**src/rtl/alu_issue_sequencer_if.sv**
```systemverilog
// Handshake and datapath bundle between decode, the issue sequencer, the ALU and the register file.
// The slave modport is the sequencer's view; master is the surrounding decode/ALU/regfile side.
interface alu_issue_sequencer_if #(
  parameter int DATA_W  = 32,
  parameter int IV_W    = 16,
  parameter int RADDR_W = 4
);
  logic               in_valid;
  logic               in_ready;
  logic [3:0]         in_opcode;
  logic [3:0]         in_cond;
  logic               in_s;
  logic [RADDR_W-1:0] in_rd;
  logic [RADDR_W-1:0] in_ra;
  logic [RADDR_W-1:0] in_rb;
  logic [IV_W-1:0]    in_iv;

  logic [RADDR_W-1:0] rf_addr_a;
  logic [RADDR_W-1:0] rf_addr_b;
  logic [DATA_W-1:0]  rf_data_a;
  logic [DATA_W-1:0]  rf_data_b;

  logic [DATA_W-1:0]  alu_reg1;
  logic [DATA_W-1:0]  alu_reg2;
  logic [IV_W-1:0]    alu_iv;
  logic [3:0]         alu_opcode;
  logic [3:0]         alu_cond;
  logic               alu_s;
  logic [3:0]         alu_flag;
  logic [DATA_W-1:0]  alu_result;
  logic [3:0]         alu_new_flag;

  logic               wb_en;
  logic [RADDR_W-1:0] wb_addr;
  logic [DATA_W-1:0]  wb_data;
  logic [3:0]         flags;
  logic               done;

  modport slave (
    input  in_valid, in_opcode, in_cond, in_s, in_rd, in_ra, in_rb, in_iv,
    input  rf_data_a, rf_data_b, alu_result, alu_new_flag,
    output in_ready, rf_addr_a, rf_addr_b,
    output alu_reg1, alu_reg2, alu_iv, alu_opcode, alu_cond, alu_s, alu_flag,
    output wb_en, wb_addr, wb_data, flags, done
  );

  modport master (
    output in_valid, in_opcode, in_cond, in_s, in_rd, in_ra, in_rb, in_iv,
    output rf_data_a, rf_data_b, alu_result, alu_new_flag,
    input  in_ready, rf_addr_a, rf_addr_b,
    input  alu_reg1, alu_reg2, alu_iv, alu_opcode, alu_cond, alu_s, alu_flag,
    input  wb_en, wb_addr, wb_data, flags, done
  );
endinterface

```
**src/rtl/alu_issue_sequencer.sv**
```systemverilog
// Multi-cycle issue controller: READ -> EXEC (1 or MUL_CYCLES) -> WB; accept-to-WB is 3 cycles (2+MUL_CYCLES for MUL).
// One instruction in flight; in_ready is held low from accept until the controller is back in IDLE.
module alu_issue_sequencer #(
  parameter int DATA_W     = 32,
  parameter int IV_W       = 16,
  parameter int RADDR_W    = 4,
  parameter int MUL_CYCLES = 3
) (
  input  logic                  clk,
  input  logic                  rst_n,
  alu_issue_sequencer_if.slave  bus
);

  localparam logic [3:0] OP_MUL = 4'b0010;
  localparam logic [3:0] OP_CMP = 4'b1011;
  localparam logic [3:0] OP_STR = 4'b1110;
  localparam logic [3:0] OP_NOP = 4'b1111;

  typedef enum logic [2:0] {IDLE, READ, EXEC, WB, RETIRE} state_t;

  state_t             state, state_nxt;
  logic               live;
  logic [3:0]         op_q, cond_q;
  logic               s_q;
  logic [RADDR_W-1:0] rd_q, ra_q, rb_q;
  logic [IV_W-1:0]    iv_q;
  logic [DATA_W-1:0]  opa_q, opb_q, res_q;
  logic [IV_W-1:0]    alu_iv_q;
  logic [3:0]         alu_op_q, alu_cond_q;
  logic               alu_s_q;
  logic [3:0]         nf_q, flags_q;
  logic [3:0]         cnt_q;
  logic               accept, exec_last, cond_pass, writes_rd;

  function automatic logic cond_eval(input logic [3:0] c, input logic [3:0] f);
    logic n, z, cf, v;
    {n, z, cf, v} = f;
    case (c)
      4'd0:    cond_eval = 1'b1;
      4'd1:    cond_eval = z;
      4'd2:    cond_eval = !z;
      4'd3:    cond_eval = cf;
      4'd4:    cond_eval = !cf;
      4'd5:    cond_eval = n;
      4'd6:    cond_eval = !n;
      4'd7:    cond_eval = v;
      4'd8:    cond_eval = !v;
      4'd9:    cond_eval = cf && !z;
      4'd10:   cond_eval = !cf || z;
      4'd11:   cond_eval = (n == v);
      4'd12:   cond_eval = (n != v);
      4'd13:   cond_eval = !z && (n == v);
      4'd14:   cond_eval = z || (n != v);
      default: cond_eval = 1'b0;
    endcase
  endfunction

  // live keeps in_ready low during reset even though the state register already reads IDLE
  assign bus.in_ready = live && (state == IDLE);
  assign accept       = bus.in_valid && bus.in_ready;
  assign exec_last    = (cnt_q == 4'd1);
  assign cond_pass    = cond_eval(cond_q, flags_q);
  assign writes_rd    = (op_q != OP_CMP) && (op_q != OP_STR);

  assign bus.rf_addr_a  = ra_q;
  assign bus.rf_addr_b  = rb_q;
  assign bus.alu_reg1   = opa_q;
  assign bus.alu_reg2   = opb_q;
  assign bus.alu_iv     = alu_iv_q;
  assign bus.alu_opcode = alu_op_q;
  assign bus.alu_cond   = alu_cond_q;
  assign bus.alu_s      = alu_s_q;
  assign bus.alu_flag   = flags_q;
  assign bus.flags      = flags_q;
  assign bus.wb_addr    = rd_q;
  assign bus.wb_data    = res_q;

  always_ff @(posedge clk or negedge rst_n) begin
    if (!rst_n) state <= IDLE;
    else        state <= state_nxt;
  end

  always_ff @(posedge clk or negedge rst_n) begin
    if (!rst_n) begin
      live       <= 1'b0;
      op_q       <= '0;
      cond_q     <= '0;
      s_q        <= 1'b0;
      rd_q       <= '0;
      ra_q       <= '0;
      rb_q       <= '0;
      iv_q       <= '0;
      opa_q      <= '0;
      opb_q      <= '0;
      res_q      <= '0;
      alu_iv_q   <= '0;
      alu_op_q   <= '0;
      alu_cond_q <= '0;
      alu_s_q    <= 1'b0;
      nf_q       <= '0;
      flags_q    <= '0;
      cnt_q      <= '0;
    end else begin
      live <= 1'b1;
      if (accept) begin
        op_q   <= bus.in_opcode;
        cond_q <= bus.in_cond;
        s_q    <= bus.in_s;
        rd_q   <= bus.in_rd;
        ra_q   <= bus.in_ra;
        rb_q   <= bus.in_rb;
        iv_q   <= bus.in_iv;
      end
      // ALU-facing registers only move on READ->EXEC, so NOPs leave the ALU view untouched
      if (state == READ) begin
        opa_q      <= bus.rf_data_a;
        opb_q      <= bus.rf_data_b;
        alu_iv_q   <= iv_q;
        alu_op_q   <= op_q;
        alu_cond_q <= cond_q;
        alu_s_q    <= s_q;
        cnt_q      <= (op_q == OP_MUL) ? 4'(MUL_CYCLES) : 4'd1;
      end
      if (state == EXEC) begin
        cnt_q <= cnt_q - 4'd1;
        if (exec_last) begin
          res_q <= bus.alu_result;
          nf_q  <= bus.alu_new_flag;
        end
      end
      if (state == WB && cond_pass && (s_q || op_q == OP_CMP))
        flags_q <= nf_q;
    end
  end

  always_comb begin
    state_nxt  = state;
    bus.wb_en  = 1'b0;
    bus.done   = 1'b0;
    case (state)
      IDLE:   if (accept) state_nxt = (bus.in_opcode == OP_NOP) ? RETIRE : READ;
      READ:   state_nxt = EXEC;
      EXEC:   if (exec_last) state_nxt = WB;
      WB: begin
        bus.done  = 1'b1;
        bus.wb_en = cond_pass && writes_rd;
        state_nxt = IDLE;
      end
      RETIRE: begin
        bus.done  = 1'b1;
        state_nxt = IDLE;
      end
      default: state_nxt = IDLE;
    endcase
  end

endmodule

```
**src/flat_wrapper.sv**
```systemverilog
// flat-port wrapper written by rule: the top's interface ports become plain ports
module alu_issue_sequencer_flat 
#(
  parameter int DATA_W     = 32,
  parameter int IV_W       = 16,
  parameter int RADDR_W    = 4,
  parameter int MUL_CYCLES = 3
)
  (clk, rst_n, bus_in_valid, bus_in_opcode, bus_in_cond, bus_in_s, bus_in_rd, bus_in_ra, bus_in_rb, bus_in_iv, bus_rf_data_a, bus_rf_data_b, bus_alu_result, bus_alu_new_flag, bus_in_ready, bus_rf_addr_a, bus_rf_addr_b, bus_alu_reg1, bus_alu_reg2, bus_alu_iv, bus_alu_opcode, bus_alu_cond, bus_alu_s, bus_alu_flag, bus_wb_en, bus_wb_addr, bus_wb_data, bus_flags, bus_done);
  alu_issue_sequencer_if #(.DATA_W(DATA_W), .IV_W(IV_W), .RADDR_W(RADDR_W)) bus_i ();
  input  logic clk;
  input  logic rst_n;
  input wire logic [$bits(bus_i.in_valid)-1:0] bus_in_valid;
  input wire logic [$bits(bus_i.in_opcode)-1:0] bus_in_opcode;
  input wire logic [$bits(bus_i.in_cond)-1:0] bus_in_cond;
  input wire logic [$bits(bus_i.in_s)-1:0] bus_in_s;
  input wire logic [$bits(bus_i.in_rd)-1:0] bus_in_rd;
  input wire logic [$bits(bus_i.in_ra)-1:0] bus_in_ra;
  input wire logic [$bits(bus_i.in_rb)-1:0] bus_in_rb;
  input wire logic [$bits(bus_i.in_iv)-1:0] bus_in_iv;
  input wire logic [$bits(bus_i.rf_data_a)-1:0] bus_rf_data_a;
  input wire logic [$bits(bus_i.rf_data_b)-1:0] bus_rf_data_b;
  input wire logic [$bits(bus_i.alu_result)-1:0] bus_alu_result;
  input wire logic [$bits(bus_i.alu_new_flag)-1:0] bus_alu_new_flag;
  output wire logic [$bits(bus_i.in_ready)-1:0] bus_in_ready;
  output wire logic [$bits(bus_i.rf_addr_a)-1:0] bus_rf_addr_a;
  output wire logic [$bits(bus_i.rf_addr_b)-1:0] bus_rf_addr_b;
  output wire logic [$bits(bus_i.alu_reg1)-1:0] bus_alu_reg1;
  output wire logic [$bits(bus_i.alu_reg2)-1:0] bus_alu_reg2;
  output wire logic [$bits(bus_i.alu_iv)-1:0] bus_alu_iv;
  output wire logic [$bits(bus_i.alu_opcode)-1:0] bus_alu_opcode;
  output wire logic [$bits(bus_i.alu_cond)-1:0] bus_alu_cond;
  output wire logic [$bits(bus_i.alu_s)-1:0] bus_alu_s;
  output wire logic [$bits(bus_i.alu_flag)-1:0] bus_alu_flag;
  output wire logic [$bits(bus_i.wb_en)-1:0] bus_wb_en;
  output wire logic [$bits(bus_i.wb_addr)-1:0] bus_wb_addr;
  output wire logic [$bits(bus_i.wb_data)-1:0] bus_wb_data;
  output wire logic [$bits(bus_i.flags)-1:0] bus_flags;
  output wire logic [$bits(bus_i.done)-1:0] bus_done;
  assign bus_i.in_valid = bus_in_valid;
  assign bus_i.in_opcode = bus_in_opcode;
  assign bus_i.in_cond = bus_in_cond;
  assign bus_i.in_s = bus_in_s;
  assign bus_i.in_rd = bus_in_rd;
  assign bus_i.in_ra = bus_in_ra;
  assign bus_i.in_rb = bus_in_rb;
  assign bus_i.in_iv = bus_in_iv;
  assign bus_i.rf_data_a = bus_rf_data_a;
  assign bus_i.rf_data_b = bus_rf_data_b;
  assign bus_i.alu_result = bus_alu_result;
  assign bus_i.alu_new_flag = bus_alu_new_flag;
  assign bus_in_ready = bus_i.in_ready;
  assign bus_rf_addr_a = bus_i.rf_addr_a;
  assign bus_rf_addr_b = bus_i.rf_addr_b;
  assign bus_alu_reg1 = bus_i.alu_reg1;
  assign bus_alu_reg2 = bus_i.alu_reg2;
  assign bus_alu_iv = bus_i.alu_iv;
  assign bus_alu_opcode = bus_i.alu_opcode;
  assign bus_alu_cond = bus_i.alu_cond;
  assign bus_alu_s = bus_i.alu_s;
  assign bus_alu_flag = bus_i.alu_flag;
  assign bus_wb_en = bus_i.wb_en;
  assign bus_wb_addr = bus_i.wb_addr;
  assign bus_wb_data = bus_i.wb_data;
  assign bus_flags = bus_i.flags;
  assign bus_done = bus_i.done;
  alu_issue_sequencer #(.DATA_W(DATA_W), .IV_W(IV_W), .RADDR_W(RADDR_W), .MUL_CYCLES(MUL_CYCLES)) u_core (.clk(clk), .rst_n(rst_n), .bus(bus_i));
endmodule
```
**config.mk**
```make
export PLATFORM = sky130hd
export DESIGN_NAME = alu_issue_sequencer_flat
export DESIGN_NICKNAME = d
export VERILOG_FILES = /design/src/rtl/alu_issue_sequencer_if.sv /design/src/rtl/alu_issue_sequencer.sv /design/src/flat_wrapper.sv
export SDC_FILE = /design/constraint.sdc
export NUM_CORES = 1
export LEC_CHECK = 0
export ABC_AREA = 1
export CAP_MARGIN = 30
export CELL_PAD_IN_SITES_DETAIL_PLACEMENT = 2
export CELL_PAD_IN_SITES_GLOBAL_PLACEMENT = 2
export CORE_MARGIN = 5
export CORE_UTILIZATION = 25
export CTS_CLUSTER_SIZE = 40
export DETAILED_ROUTE_END_ITERATION = 6
export PLACE_DENSITY_LB_ADDON = 0.1
export SETUP_SLACK_MARGIN = 0.5
export SLEW_MARGIN = 20
export SYNTH_ARGS = -nofsm -noshare
export SYNTH_HDL_FRONTEND = slang
export SYNTH_SLANG_ARGS = --single-unit
```
**constraint.sdc**
```tcl
create_clock -name clk -period 1.95 [get_ports clk]
set_input_delay 0.4875 -clock clk [delete_from_list [all_inputs] [get_ports clk]]
set_output_delay 0.4875 -clock clk [all_outputs]
set_load 0.01 [all_outputs]
```
==> impl_summary.txt, run 1 <==
----------------------------------------------------
[Flow run]
  Count of max-cap constraint violations ... 0

[Setup path]
  Crit path capture type ... output port
  Cell mode on critical path ... sky130_fd_sc_hd__nand3_2
  Worst-case register-to-register setup slack ... around 0.23 ns
  Critical path type ... reg2out
  Critical path's top delay family ... simple AND/OR/NAND/NOR gates
  Buffers and inverters on the worst path ... 4
  Path depth of the worst reg2reg path ... 9
  Series of cell instances along the critical path ... inv_2 > buf_12 > buf_4 > nand2_2 > nand2_1 > nand3_2 > nand3_2 > nand3_2 > nor2_4 > buf_6
  Critical Path Max Stage Delay ... ~0.43 ns
  Crit path depth ... 10
  Type of origin of the critical path ... flop
  Master of the slowest instance on the critical path ... sky130_fd_sc_hd__dfrtp_1
  Maximum fanout along the worst path ... 4
  Worst reg2reg endpoint ... u_core.bus.alu_reg1[23]$_DFFE_PN0P_
  RR Startpoint ... u_core.state[1]$_DFFE_PN0P_
  Crit path DAT ... approximately 1.8 ns
  Required time at the worst-slack endpoint ... between 1 and 1.5 ns
  CP Launch Point ... u_core.cond_q[0]$_DFFE_PN0P_

[Logic synthesis]
  Number of flops mapped to enable cells by yosys ... 0
  Post-Synthesis Cell Area ... 6940 µm²
  Sequential area share after synthesis ... 0.627
  Cells after Synth ... 697
  Commonest register cell after synthesis ... sky130_fd_sc_hd__dfrtp_1
  Number of warnings issued by yosys ... 0
  Fraction of synthesis flops using an asynchronous set or reset pin ... 1.00
  Number of synthesized register bits ... between 150 and 200
  Leading post-synthesis cells by cell area ... sky130_fd_sc_hd__dfrtp_1 (63%), sky130_fd_sc_hd__nand2_1 (17%), sky130_fd_sc_hd__mux2_4 (6.5%), sky130_fd_sc_hd__o21ai_0 (3.7%), sky130_fd_sc_hd__inv_1 (1.8%)
  Share of Yosys cell area claimed by the top area cell type ... 0.627
  Netlist cell types ... 29
  Average cell area after synthesis ... roughly 10 µm²
  Area leader, netlist ... sky130_fd_sc_hd__dfrtp_1
  Net count after synthesis ... between 800 and 900

[Placement]
  Port Buf Inserts ... between 200 and 300
  DP Cell Count ... ~1400
  Placer congestion estimate ... around 0.76
  Post-Place Cell Area ... around 10000 µm²
  Post-place setup slack ... -0.375 ns
  Detailed placement HPWL ... approximately 18000 µm

[Clock network]
  Maximum root-to-sink buffer count ... 2
  Htree depth ... 4
  Clock Latency Late Sink ... ~0.44 ns
  TritonCTS clock tree ... yes
  Clock-pin slew on the worst setup and hold paths ... 0.07 ns
  Number of CTS-inserted buffers ... 17
  Cell at the root of the clock tree ... sky130_fd_sc_hd__clkbuf_16
  Number of clock sinks ... ~170

[Pwr]
  Combinational Power Share ... 0.561
  Share of total power consumed by net switching ... 0.384
  Power density normalized to cell area ... between 1500 and 2000 nW/µm²
  Static leakage ... about 6.5 nW
  Overall Power ... around 23 mW
  Total internal power ... between 10 and 15 mW
  Reg power frac ... 0.290
  Sw Pwr ... slightly below 9 mW
  Part of the power in the clock network ... 0.148
  Max rail drop VDD ... between 700 and 800 µV

[Final layout]
  Commonest non-fill, non-tap cell in the layout ... sky130_fd_sc_hd__nand2_1
  Signed area change from the synthesized netlist to the final layout ... 90.8%
  Multi-input combinational cell area ... between 2000 and 3000 µm²
  Net count, final ... between 1000 and 1500
  Final Non-Filler Cells ... between 1500 and 2000
  Summed area of non-filler cells in the final layout ... around 13000 µm²
  Fraction of the core area covered by cells at the end of the flow ... 0.479
  Ratio of cells with drive above 1 in the final layout ... 0.483
  Fillcell total ... between 2000 and 3000
  Most frequent cells in the layout ... sky130_fd_sc_hd__nand2_1 (189), sky130_fd_sc_hd__dfrtp_1 (170), sky130_fd_sc_hd__clkdlybuf4s50_1 (138), sky130_fd_sc_hd__buf_6 (104), sky130_fd_sc_hd__buf_4 (93)
  Sequential cell area ... ~4400 µm²
  Number of antenna cells inserted ... 0

[Timing]
  Unrepaired setup endpoints after global routing ... yes
  Summed negative setup slack over all endpoints ... -0.317 ns
  Time the final worst path needs with I/O delays and setup ... around 2.3 ns
  Fin. max-slew vios ... 0
  Final Hold Vio Count ... 0
  Worst setup slack after layout ... -0.317 ns
  Number of failing setup endpoints in the final timing report ... 1
  Worst clock skew ... 0.0127 ns
  Tightest Pin Transition ... a little over 0.5 ns
  Relative slew slack ... 0.654
  Crit share post-route ... 1.16
  Hold slack ... 0.480 ns
  Max Clock Freq ... around 440 MHz

[Routing]
  Number of optimization iterations in the first detailed-route pass ... 4
  Vias ... between 6000 and 7000
  Antenna-violating nets left ... 0
  Total detailed-routing wirelength ... around 32000 µm
  Number of DRC violations after detailed-routing iteration 0 ... ~160
  DRC violation count after routing ... 0
  Average wire per cell in the routed design ... 20.8 µm
  Number of vias per cell after detailed routing ... about 4.4

[Global routing]
  Via count of the first global-routing pass ... a little over 7000
  Overall routing resource usage ... 0.175
  Number of antenna violations at the first check in global routing ... 1
  First-pass GRT wire length ... about 42000 µm
  Largest net degree at the start of global routing ... 67
  Total global routing overflow ... 0

[Floorplanning]
  Count of pins on the block boundary ... 284
  Core Rows ... 61
  Floorplan core area ... between 20000 and 30000 µm²
  Horiz. Die Dim ... about 180 µm
  Vertical die dimension ... 177 µm
  DIE AREA ... between 30000 and 40000 µm²
  Effective utilization at floorplan ... 0.251

[Outcome]
  Run status ... finished, violations left
  Violations in the final reports ... negative setup slack

[Hold path]
  Hold path cells ... 2
  Path class of the lowest-slack min-delay path ... reg2reg
  Hold_sp ... u_core.bus.rf_addr_a[2]$_DFFE_PN0P_
  Worst min-delay path endpoint ... u_core.bus.rf_addr_a[2]$_DFFE_PN0P_

----------------------------------------------------
-- how the worst max path moves through the flow --
stage,slack (ns),endpoint
finish,-0.32,bus_wb_en
global route,-0.43,bus_wb_en
CTS,-0.28,bus_wb_en
detailed placement,-0.38,bus_wb_en
global placement,-0.33,bus_wb_en
floorplan,0.31,bus_wb_en
-- power groups by stage --
stage,clock [mW],combinational [mW],sequential [mW]
after CTS,3.53,10.4,6.50
after global placement,0,8.44,6.36
after global routing,3.69,13.9,6.93
after floorplan,0,3.21,6.97
after detailed placement,0,8.59,6.46
final,3.43,13.0,6.71
-- repair_timing --
action / in CTS / in global routing
endpoints found under the hold margin: 36 / 0
setup buffers: 58 / 42
gates cloned: 10 / 20
setup endpoints to repair: 307 / 316
pin swaps: 24 / 25
gates resized for setup: 844 / 183
hold buffers: 1 / 0
-- registers in the layout, indices dropped and copies added, names as in the netlist, 3 cells and up --
signal / cells
u_core.op_q: 4
u_core.bus.alu_iv: 16
u_core.bus.alu_reg2: 32
u_core.state: 3
u_core.cond_q: 4
u_core.iv_q: 16
u_core.bus.wb_data: 32
u_core.bus.rf_addr_b: 4
u_core.cnt_q: 4
u_core.nf_q: 4
u_core.bus.alu_reg1: 32
u_core.bus.rf_addr_a: 4
u_core.bus.alu_cond: 4
u_core.bus.alu_flag: 4
u_core.bus.wb_addr: 4
u_core.bus.alu_opcode: 4
-- metal layers --
layer	up-vias	routed length, µm	track usage
li1	3064	-	-
met1	3375	12600	0.209
met2	172	16600	0.302
met3	24	2110	0.0645
met4	2	296	0.0384
met5	-	13	0
-- cells by family after synthesis --
logic type / count (synthesis) / share of synthesized area
simple gates: 353 / 0.202
fa+ha+maj: 2 / 0.00360
compound gates: 60 / 0.0440
buf+inv: 70 / 0.0468
mux: 37 / 0.0760
flops: 174 / 0.627
other cells: 1 / 0.000540
-- synthesized netlist by cell type, types with 2 or more instances --
cell and number:
sky130_fd_sc_hd__nor2_2 2, sky130_fd_sc_hd__inv_1 34, sky130_fd_sc_hd__nand2_1 316, sky130_fd_sc_hd__nand3_1 9
sky130_fd_sc_hd__dfrtp_1 174, sky130_fd_sc_hd__nand4_1 7, sky130_fd_sc_hd__inv_2 3, sky130_fd_sc_hd__o21ai_0 52
sky130_fd_sc_hd__a21oi_1 3, sky130_fd_sc_hd__mux2_2 6, sky130_fd_sc_hd__clkbuf_1 10, sky130_fd_sc_hd__nand2_2 2
sky130_fd_sc_hd__buf_4 6, sky130_fd_sc_hd__mux2_4 30, sky130_fd_sc_hd__buf_6 3, sky130_fd_sc_hd__nor3_2 2
sky130_fd_sc_hd__ha_1 2, sky130_fd_sc_hd__buf_2 14, sky130_fd_sc_hd__nor2_1 10, sky130_fd_sc_hd__o21ai_1 3
-- cell type report --
cell class,count,share of cell area
well taps,378,0.0357
inverters,37,0.0136
clock inverters,11,0.00812
flip-flops and latches,174,0.329
multi-input cells,453,0.225
repair inverters,3,0.00397
repair buffers,443,0.350
clock buffers,21,0.0348
-- worst min-delay path, stage by stage (launching register included) --
cell	delay [ns]
sky130_fd_sc_hd__dfrtp_1	0.34
sky130_fd_sc_hd__nand2_1	0.05
sky130_fd_sc_hd__nand2_1	0.06
No activity file was read; power rests on OpenSTA's default activity.
==> run 2, diff against run 1 <==
--- a/config.mk
+++ b/config.mk
@@ -14,6 +14,7 @@
 export CTS_CLUSTER_SIZE = 40
 export DETAILED_ROUTE_END_ITERATION = 6
 export PLACE_DENSITY_LB_ADDON = 0.1
+export RECOVER_POWER = 50
 export SETUP_SLACK_MARGIN = 0.5
 export SLEW_MARGIN = 20
 export SYNTH_ARGS = -nofsm -noshare
==> impl_summary.txt, run 2 (synthesis results as in run 1) <==
----------------------------------------------------
[Setup path]
  Crit path DAT ... 1.78 ns (about the same)
  Critical path type ... reg2out (unchanged)
  Required time at the worst-slack endpoint ... 1.46 ns (about the same)
  Maximum fanout along the worst path ... 4 (unchanged)
  RR Startpoint ... u_core.state[1]$_DFFE_PN0P_ (unchanged)
  Crit path capture type ... output port (unchanged)
  Worst-case register-to-register setup slack ... 0.05 ns (was 0.23 ns)
  Worst reg2reg endpoint ... u_core.bus.alu_reg2[1]$_DFFE_PN0P_ (was u_core.bus.alu_reg1[23]$_DFFE_PN0P_)
  Path depth of the worst reg2reg path ... 9 (unchanged)
  Type of origin of the critical path ... flop (unchanged)

[Placement]
  Detailed placement HPWL ... 17900 µm (unchanged)
  Placer congestion estimate ... 0.758 (unchanged)
  Port Buf Inserts ... 283 (unchanged)

[Hold path]
  Worst min-delay path endpoint ... u_core.bus.alu_reg2[15]$_DFFE_PN0P_ (was u_core.bus.rf_addr_a[2]$_DFFE_PN0P_)
  Hold_sp ... u_core.bus.alu_reg2[15]$_DFFE_PN0P_ (was u_core.bus.rf_addr_a[2]$_DFFE_PN0P_)
  Hold path cells ... 2 (unchanged)
  Path class of the lowest-slack min-delay path ... reg2reg (unchanged)

[Floorplanning]
  Count of pins on the block boundary ... 284 (unchanged)
  Vertical die dimension ... 177 µm (unchanged)
  Core Rows ... 61 (unchanged)
  Floorplan core area ... 27600 µm² (unchanged)
  Horiz. Die Dim ... 177 µm (unchanged)
  Effective utilization at floorplan ... 0.251 (unchanged)
  DIE AREA ... 31200 µm² (unchanged)

[Global routing]
  First-pass GRT wire length ... 42300 µm (unchanged)
  Largest net degree at the start of global routing ... 67 (unchanged)
  Overall routing resource usage ... 0.175 (unchanged)
  Via count of the first global-routing pass ... 7136 (unchanged)
  Number of antenna violations at the first check in global routing ... 1 (unchanged)
  Total global routing overflow ... 0 (unchanged)

[Timing]
  Max Clock Freq ... 442 MHz (was 441 MHz)
  Tightest Pin Transition ... 1.15 ns (was 0.515 ns)
  Relative slew slack ... 0.236 (was 0.654)
  Crit share post-route ... 1.16 (about the same)
  Number of failing setup endpoints in the final timing report ... 1 (unchanged)
  Final Hold Vio Count ... 0 (unchanged)
  Worst setup slack after layout ... -0.315 ns (was -0.317 ns)
  Time the final worst path needs with I/O delays and setup ... 2.26 ns (was 2.27 ns)
  Summed negative setup slack over all endpoints ... -0.315 ns (was -0.317 ns)
  Hold slack ... 0.475 ns (was 0.480 ns)
  Worst clock skew ... 0.0133 ns (was 0.0127 ns)
  Unrepaired setup endpoints after global routing ... yes (unchanged)
  Fin. max-slew vios ... 0 (unchanged)

[Clock network]
  Number of clock sinks ... 174 (unchanged)
  Number of CTS-inserted buffers ... 17 (unchanged)
  Clock Latency Late Sink ... 0.44 ns (about the same)
  Clock-pin slew on the worst setup and hold paths ... 0.07 ns (about the same)
  Htree depth ... 4 (unchanged)
  TritonCTS clock tree ... yes (unchanged)
  Cell at the root of the clock tree ... sky130_fd_sc_hd__clkbuf_16 (unchanged)
  Maximum root-to-sink buffer count ... 2 (unchanged)

[Routing]
  Number of optimization iterations in the first detailed-route pass ... 4 (unchanged)
  Total detailed-routing wirelength ... 31600 µm (about the same)
  Antenna-violating nets left ... 0 (unchanged)
  Average wire per cell in the routed design ... 20.8 µm (about the same)
  Number of vias per cell after detailed routing ... 4.37 (about the same)
  DRC violation count after routing ... 0 (unchanged)
  Number of DRC violations after detailed-routing iteration 0 ... 181 (was 158)
  Vias ... 6643 (was 6637)

[Final layout]
  Ratio of cells with drive above 1 in the final layout ... 0.421 (was 0.483)
  Commonest non-fill, non-tap cell in the layout ... sky130_fd_sc_hd__nand2_1 (unchanged)
  Most frequent cells in the layout ... sky130_fd_sc_hd__nand2_1 (189), sky130_fd_sc_hd__dfrtp_1 (170), sky130_fd_sc_hd__clkdlybuf4s50_1 (138), sky130_fd_sc_hd__buf_4 (92), sky130_fd_sc_hd__nand2_2 (90) (was sky130_fd_sc_hd__nand2_1 (189), sky130_fd_sc_hd__dfrtp_1 (170), sky130_fd_sc_hd__clkdlybuf4s50_1 (138), sky130_fd_sc_hd__buf_6 (104), sky130_fd_sc_hd__buf_4 (93))
  Number of antenna cells inserted ... 0 (unchanged)
  Net count, final ... 1271 (unchanged)
  Signed area change from the synthesized netlist to the final layout ... 86.0% (was 90.8%)

[Outcome]
  Run status ... finished, violations left (unchanged)
  Violations in the final reports ... negative setup slack (unchanged)

[Pwr]
  Max rail drop VDD ... 704 µV (was 707 µV)
  Power density normalized to cell area ... 1740 nW/µm² (about the same)
  Overall Power ... 22.5 mW (was 23.1 mW)
  Static leakage ... 6.21 nW (was 6.50 nW)

[Flow run]
  Count of max-cap constraint violations ... 0 (unchanged)

----------------------------------------------------
==> run 2: cell types whose count changed in the layout (fill, tap and decap cells not counted) <==
cell	previous run	this run
sky130_fd_sc_hd__buf_4	93	92
sky130_fd_sc_hd__buf_2	61	23
sky130_fd_sc_hd__clkbuf_2	0	1
sky130_fd_sc_hd__buf_8	3	5
sky130_fd_sc_hd__clkbuf_1	2	73
sky130_fd_sc_hd__clkbuf_4	0	1
sky130_fd_sc_hd__buf_12	16	12
sky130_fd_sc_hd__buf_6	104	72
==> run 2: worst max-delay path by stage <==
stage / from / endpoint / slack, ns / cells after the start
2_1_floorplan: u_core.bus.alu_flag[3]$_DFFE_PN0P_ / bus_wb_en / 0.31 / 9
3_3_place_gp: u_core.cond_q[0]$_DFFE_PN0P_ / bus_wb_en / -0.33 / 10
3_5_place_dp: u_core.cond_q[0]$_DFFE_PN0P_ / bus_wb_en / -0.38 / 8
4_1_cts: u_core.cond_q[0]$_DFFE_PN0P_ / bus_wb_en / -0.28 / 10
5_1_grt: u_core.cond_q[0]$_DFFE_PN0P_ / bus_wb_en / -0.43 / 10
6_report: u_core.cond_q[0]$_DFFE_PN0P_ / bus_wb_en / -0.31 / 10
==> run 2: power by group <==
group	switching [mW]	internal (mW)	leakage, nW
combinational	5.97	6.44	3.83
sequential	1.27	5.38	2.12
clock	1.59	1.84	0.263
total	8.82	13.7	6.21
==> run 2: area by class of cell <==
cell class                      instances  area [µm²]
Timing Repair Buffer                  443        4310
Sequential cell                       174        4360
Tap cell                              378         473
Timing Repair inverter                  3        52.6
Fill cell                            2860       14700
Clock inverter                         11         108
Inverter                               37         180
Clock buffer                           21         460
Multi-Input combinational cell        453        2980
==> run 2: metrics by stage <==
| stage | std cells | util | setup slack (ns) | area (µm²) |
|---|---|---|---|---|
| after floorplan | 697 | - | 0.310 | 6990 |
| after global placement | 1357 | 0.378 | -0.332 | 10400 |
| after detailed placement | 1357 | 0.378 | -0.375 | 10400 |
| after CTS | 1458 | 0.431 | -0.285 | 11900 |
| after global routing | 1520 | 0.468 | -0.427 | 12900 |
| final | 1520 | 0.468 | -0.315 | 12900 |
==> run 2: timing repair <==
item                                    CTS  global route
endpoints found under the setup margin  307           316
pin swaps                                24            25
hold buffers                              1             0
hold endpoints to repair                 36             0
gates resized for setup                 844           183
buffers inserted                         58            42
cloned                                   10            20
==> run 2: routing by layer <==
metal	GRT usage	share of wire	vias up
li1	-	-	3066
met1	0.209	0.40	3383
met2	0.302	0.52	166
met3	0.0645	0.065	26
met4	0.0384	0.010	2
met5	0	0.00041	-
==> run 2: worst max-delay path, stage by stage, from the launching register on <==
cell and delay (ns):
sky130_fd_sc_hd__dfrtp_1 0.43, sky130_fd_sc_hd__inv_2 0.12, sky130_fd_sc_hd__buf_12 0.11, sky130_fd_sc_hd__buf_4 0.09, sky130_fd_sc_hd__nand2_2 0.04, sky130_fd_sc_hd__nand2_1 0.08, sky130_fd_sc_hd__nand3_2 0.07, sky130_fd_sc_hd__nand3_2 0.10
sky130_fd_sc_hd__nand3_2 0.10, sky130_fd_sc_hd__nor2_4 0.09, sky130_fd_sc_hd__buf_6 0.11
==> run 3, diff against run 2 <==
--- a/config.mk
+++ b/config.mk
@@ -9,8 +9,9 @@
 export CAP_MARGIN = 30
 export CELL_PAD_IN_SITES_DETAIL_PLACEMENT = 2
 export CELL_PAD_IN_SITES_GLOBAL_PLACEMENT = 2
-export CORE_MARGIN = 5
+export CORE_MARGIN = 4
 export CORE_UTILIZATION = 25
+export CTS_CLUSTER_DIAMETER = 150
 export CTS_CLUSTER_SIZE = 40
 export DETAILED_ROUTE_END_ITERATION = 6
 export PLACE_DENSITY_LB_ADDON = 0.1
==> impl_summary.txt, run 3 (synthesis results as in run 1) <==
----------------------------------------------------
[Clock network]
  Number of clock sinks ... 174 (unchanged)
  Maximum root-to-sink buffer count ... 2 (unchanged)
  Htree depth ... 4 (unchanged)
  Cell at the root of the clock tree ... sky130_fd_sc_hd__clkbuf_16 (unchanged)
  Number of CTS-inserted buffers ... 17 (unchanged)
  Clock-pin slew on the worst setup and hold paths ... 0.07 ns (about the same)
  Clock Latency Late Sink ... 0.43 ns (was 0.44 ns)
  TritonCTS clock tree ... yes (unchanged)

[Hold path]
  Hold_sp ... u_core.bus.alu_reg2[7]$_DFFE_PN0P_ (was u_core.bus.alu_reg2[15]$_DFFE_PN0P_)
  Worst min-delay path endpoint ... u_core.bus.alu_reg2[7]$_DFFE_PN0P_ (was u_core.bus.alu_reg2[15]$_DFFE_PN0P_)
  Path class of the lowest-slack min-delay path ... reg2reg (unchanged)
  Hold path cells ... 2 (unchanged)

[Pwr]
  Part of the power in the clock network ... 0.152 (was 0.153)
  Overall Power ... 23.4 mW (was 22.5 mW)
  Max rail drop VDD ... 562 µV (was 704 µV)
  Total internal power ... 14.1 mW (was 13.7 mW)
  Static leakage ... 6.51 nW (was 6.21 nW)
  Combinational Power Share ... 0.564 (was 0.552)
  Sw Pwr ... 9.31 mW (was 8.82 mW)
  Power density normalized to cell area ... 1750 nW/µm² (was 1740 nW/µm²)
  Share of total power consumed by net switching ... 0.398 (was 0.392)
  Reg power frac ... 0.284 (was 0.296)

[Outcome]
  Run status ... finished, violations left (unchanged)
  Violations in the final reports ... negative setup slack (unchanged)

[Timing]
  Relative slew slack ... 0.312 (was 0.236)
  Tightest Pin Transition ... 1.03 ns (was 1.15 ns)
  Worst setup slack after layout ... -0.307 ns (was -0.315 ns)
  Worst clock skew ... 0.0153 ns (was 0.0133 ns)
  Max Clock Freq ... 443 MHz (was 442 MHz)
  Final Hold Vio Count ... 0 (unchanged)
  Unrepaired setup endpoints after global routing ... yes (unchanged)
  Number of failing setup endpoints in the final timing report ... 1 (unchanged)
  Fin. max-slew vios ... 0 (unchanged)
  Crit share post-route ... 1.16 (about the same)
  Time the final worst path needs with I/O delays and setup ... 2.26 ns (about the same)

[Final layout]
  Net count, final ... 1279 (was 1271)
  Final Non-Filler Cells ... 1524 (was 1520)
  Ratio of cells with drive above 1 in the final layout ... 0.485 (was 0.421)
  Commonest non-fill, non-tap cell in the layout ... sky130_fd_sc_hd__dfrtp_1 (was sky130_fd_sc_hd__nand2_1)
  Most frequent cells in the layout ... sky130_fd_sc_hd__dfrtp_1 (169), sky130_fd_sc_hd__nand2_1 (143), sky130_fd_sc_hd__clkdlybuf4s50_1 (138), sky130_fd_sc_hd__nand2_2 (103), sky130_fd_sc_hd__buf_4 (98) (was sky130_fd_sc_hd__nand2_1 (189), sky130_fd_sc_hd__dfrtp_1 (170), sky130_fd_sc_hd__clkdlybuf4s50_1 (138), sky130_fd_sc_hd__buf_4 (92), sky130_fd_sc_hd__nand2_2 (90))
  Signed area change from the synthesized netlist to the final layout ... 92.5% (was 86.0%)

[Floorplanning]
  Horiz. Die Dim ... 175 µm (was 177 µm)
  Count of pins on the block boundary ... 284 (unchanged)
  Vertical die dimension ... 175 µm (was 177 µm)
  Core Rows ... 60 (was 61)
  DIE AREA ... 30500 µm² (was 31200 µm²)
  Floorplan core area ... 27200 µm² (was 27600 µm²)
  Effective utilization at floorplan ... 0.256 (was 0.251)

[Routing]
  Antenna-violating nets left ... 0 (unchanged)
  Number of optimization iterations in the first detailed-route pass ... 5 (was 4)
  Average wire per cell in the routed design ... 20.9 µm (was 20.8 µm)
  Number of DRC violations after detailed-routing iteration 0 ... 260 (was 181)
  Number of vias per cell after detailed routing ... 4.40 (was 4.37)
  Vias ... 6701 (was 6643)
  Total detailed-routing wirelength ... 31900 µm (was 31600 µm)
  DRC violation count after routing ... 0 (unchanged)

[Placement]
  Detailed placement HPWL ... 17200 µm (was 17900 µm)
  Port Buf Inserts ... 283 (unchanged)
  DP Cell Count ... 1351 (was 1357)
  Placer congestion estimate ... 0.730 (was 0.758)

[Global routing]
  Total global routing overflow ... 0 (unchanged)
  Via count of the first global-routing pass ... 6972 (was 7136)
  Overall routing resource usage ... 0.163 (was 0.175)
  First-pass GRT wire length ... 39400 µm (was 42300 µm)
  Number of antenna violations at the first check in global routing ... 3 (was 1)
  Largest net degree at the start of global routing ... 67 (unchanged)

[Setup path]
  Crit path DAT ... 1.77 ns (was 1.78 ns)
  Required time at the worst-slack endpoint ... 1.46 ns (about the same)
  Critical path type ... reg2out (unchanged)
  Type of origin of the critical path ... flop (unchanged)
  RR Startpoint ... u_core.state[0]$_DFFE_PN0P_ (was u_core.state[1]$_DFFE_PN0P_)
  Crit path capture type ... output port (unchanged)
  Worst reg2reg endpoint ... u_core.bus.wb_data[18]$_DFFE_PN0P_ (was u_core.bus.alu_reg2[1]$_DFFE_PN0P_)
  Path depth of the worst reg2reg path ... 9 (unchanged)
  CP Launch Point ... u_core.cond_q[0]$_DFFE_PN0P_ (unchanged)
  Worst-case register-to-register setup slack ... 0.18 ns (was 0.05 ns)
  Maximum fanout along the worst path ... 5 (was 4)

[Flow run]
  Count of max-cap constraint violations ... 0 (unchanged)

----------------------------------------------------
==> run 3: per-stage QoR <==
step	utilization	instance area, µm²	worst slack [ns]	hold slack [ns]	TNS, ns
global route	0.492	13400	-0.442	0.508	-0.488
global placement	0.384	10400	-0.318	0.441	-0.318
CTS	0.426	11600	-0.294	0.477	-0.294
detailed placement	0.384	10400	-0.355	0.446	-0.355
finish	0.492	13400	-0.307	0.477	-0.307
floorplan	-	6990	0.310	0.192	0
==> run 3: worst max-delay path by stage <==
stage	depth (start not counted)	to	slack (ns)
after floorplan	9	bus_wb_en	0.31
final	8	bus_wb_en	-0.31
after global routing	9	bus_wb_en	-0.44
after CTS	10	bus_wb_en	-0.29
after detailed placement	9	bus_wb_en	-0.35
after global placement	10	bus_wb_en	-0.32
==> run 3: metal layers <==
metal  global-route usage  up-vias  wire, µm
met5                    0        -        23
met4               0.0455        4       409
met3               0.0608       23      2170
met2                0.279      193     16300
met1                0.192     3402     12900
li1                     -     3079         -
==> run 3: area by class of cell <==
cell class | instances | area, µm²
Antenna cell | 2 | 5.00
Clock buffer | 19 | 433
Clock inverter | 13 | 154
Fill cell | 2778 | 13800
Inverter | 37 | 185
Multi-Input combinational cell | 453 | 3400
Sequential cell | 174 | 4360
Tap cell | 372 | 465
Timing Repair Buffer | 452 | 4320
Timing Repair inverter | 2 | 46.3
==> run 3: repair_timing <==
item	4_1_cts	5_1_grt
hold buffers	1	0
endpoints found under the hold margin	32	0
cloned	1	27
resized for setup	804	333
setup endpoints to repair	291	316
setup buffers	54	56
pin swaps	30	46
==> run 3: critical path: stages, from the launching register on <==
cell                      delay [ns]
sky130_fd_sc_hd__dfrtp_1        0.42
sky130_fd_sc_hd__inv_2          0.10
sky130_fd_sc_hd__nand2_1        0.09
sky130_fd_sc_hd__o21ai_1        0.16
sky130_fd_sc_hd__nand3_1        0.15
sky130_fd_sc_hd__nand3_4        0.13
sky130_fd_sc_hd__nand3_4        0.07
sky130_fd_sc_hd__nor2_4         0.09
sky130_fd_sc_hd__buf_6          0.11
==> run 3: power by group through the flow <==
stage	combinational [mW]	sequential, mW	clock [mW]
2_1_floorplan	3.21	6.97	0
3_3_place_gp	8.46	6.33	0
3_5_place_dp	8.60	6.43	0
4_1_cts	9.45	6.48	3.66
5_1_grt	14.2	6.89	3.85
6_report	13.2	6.65	3.57
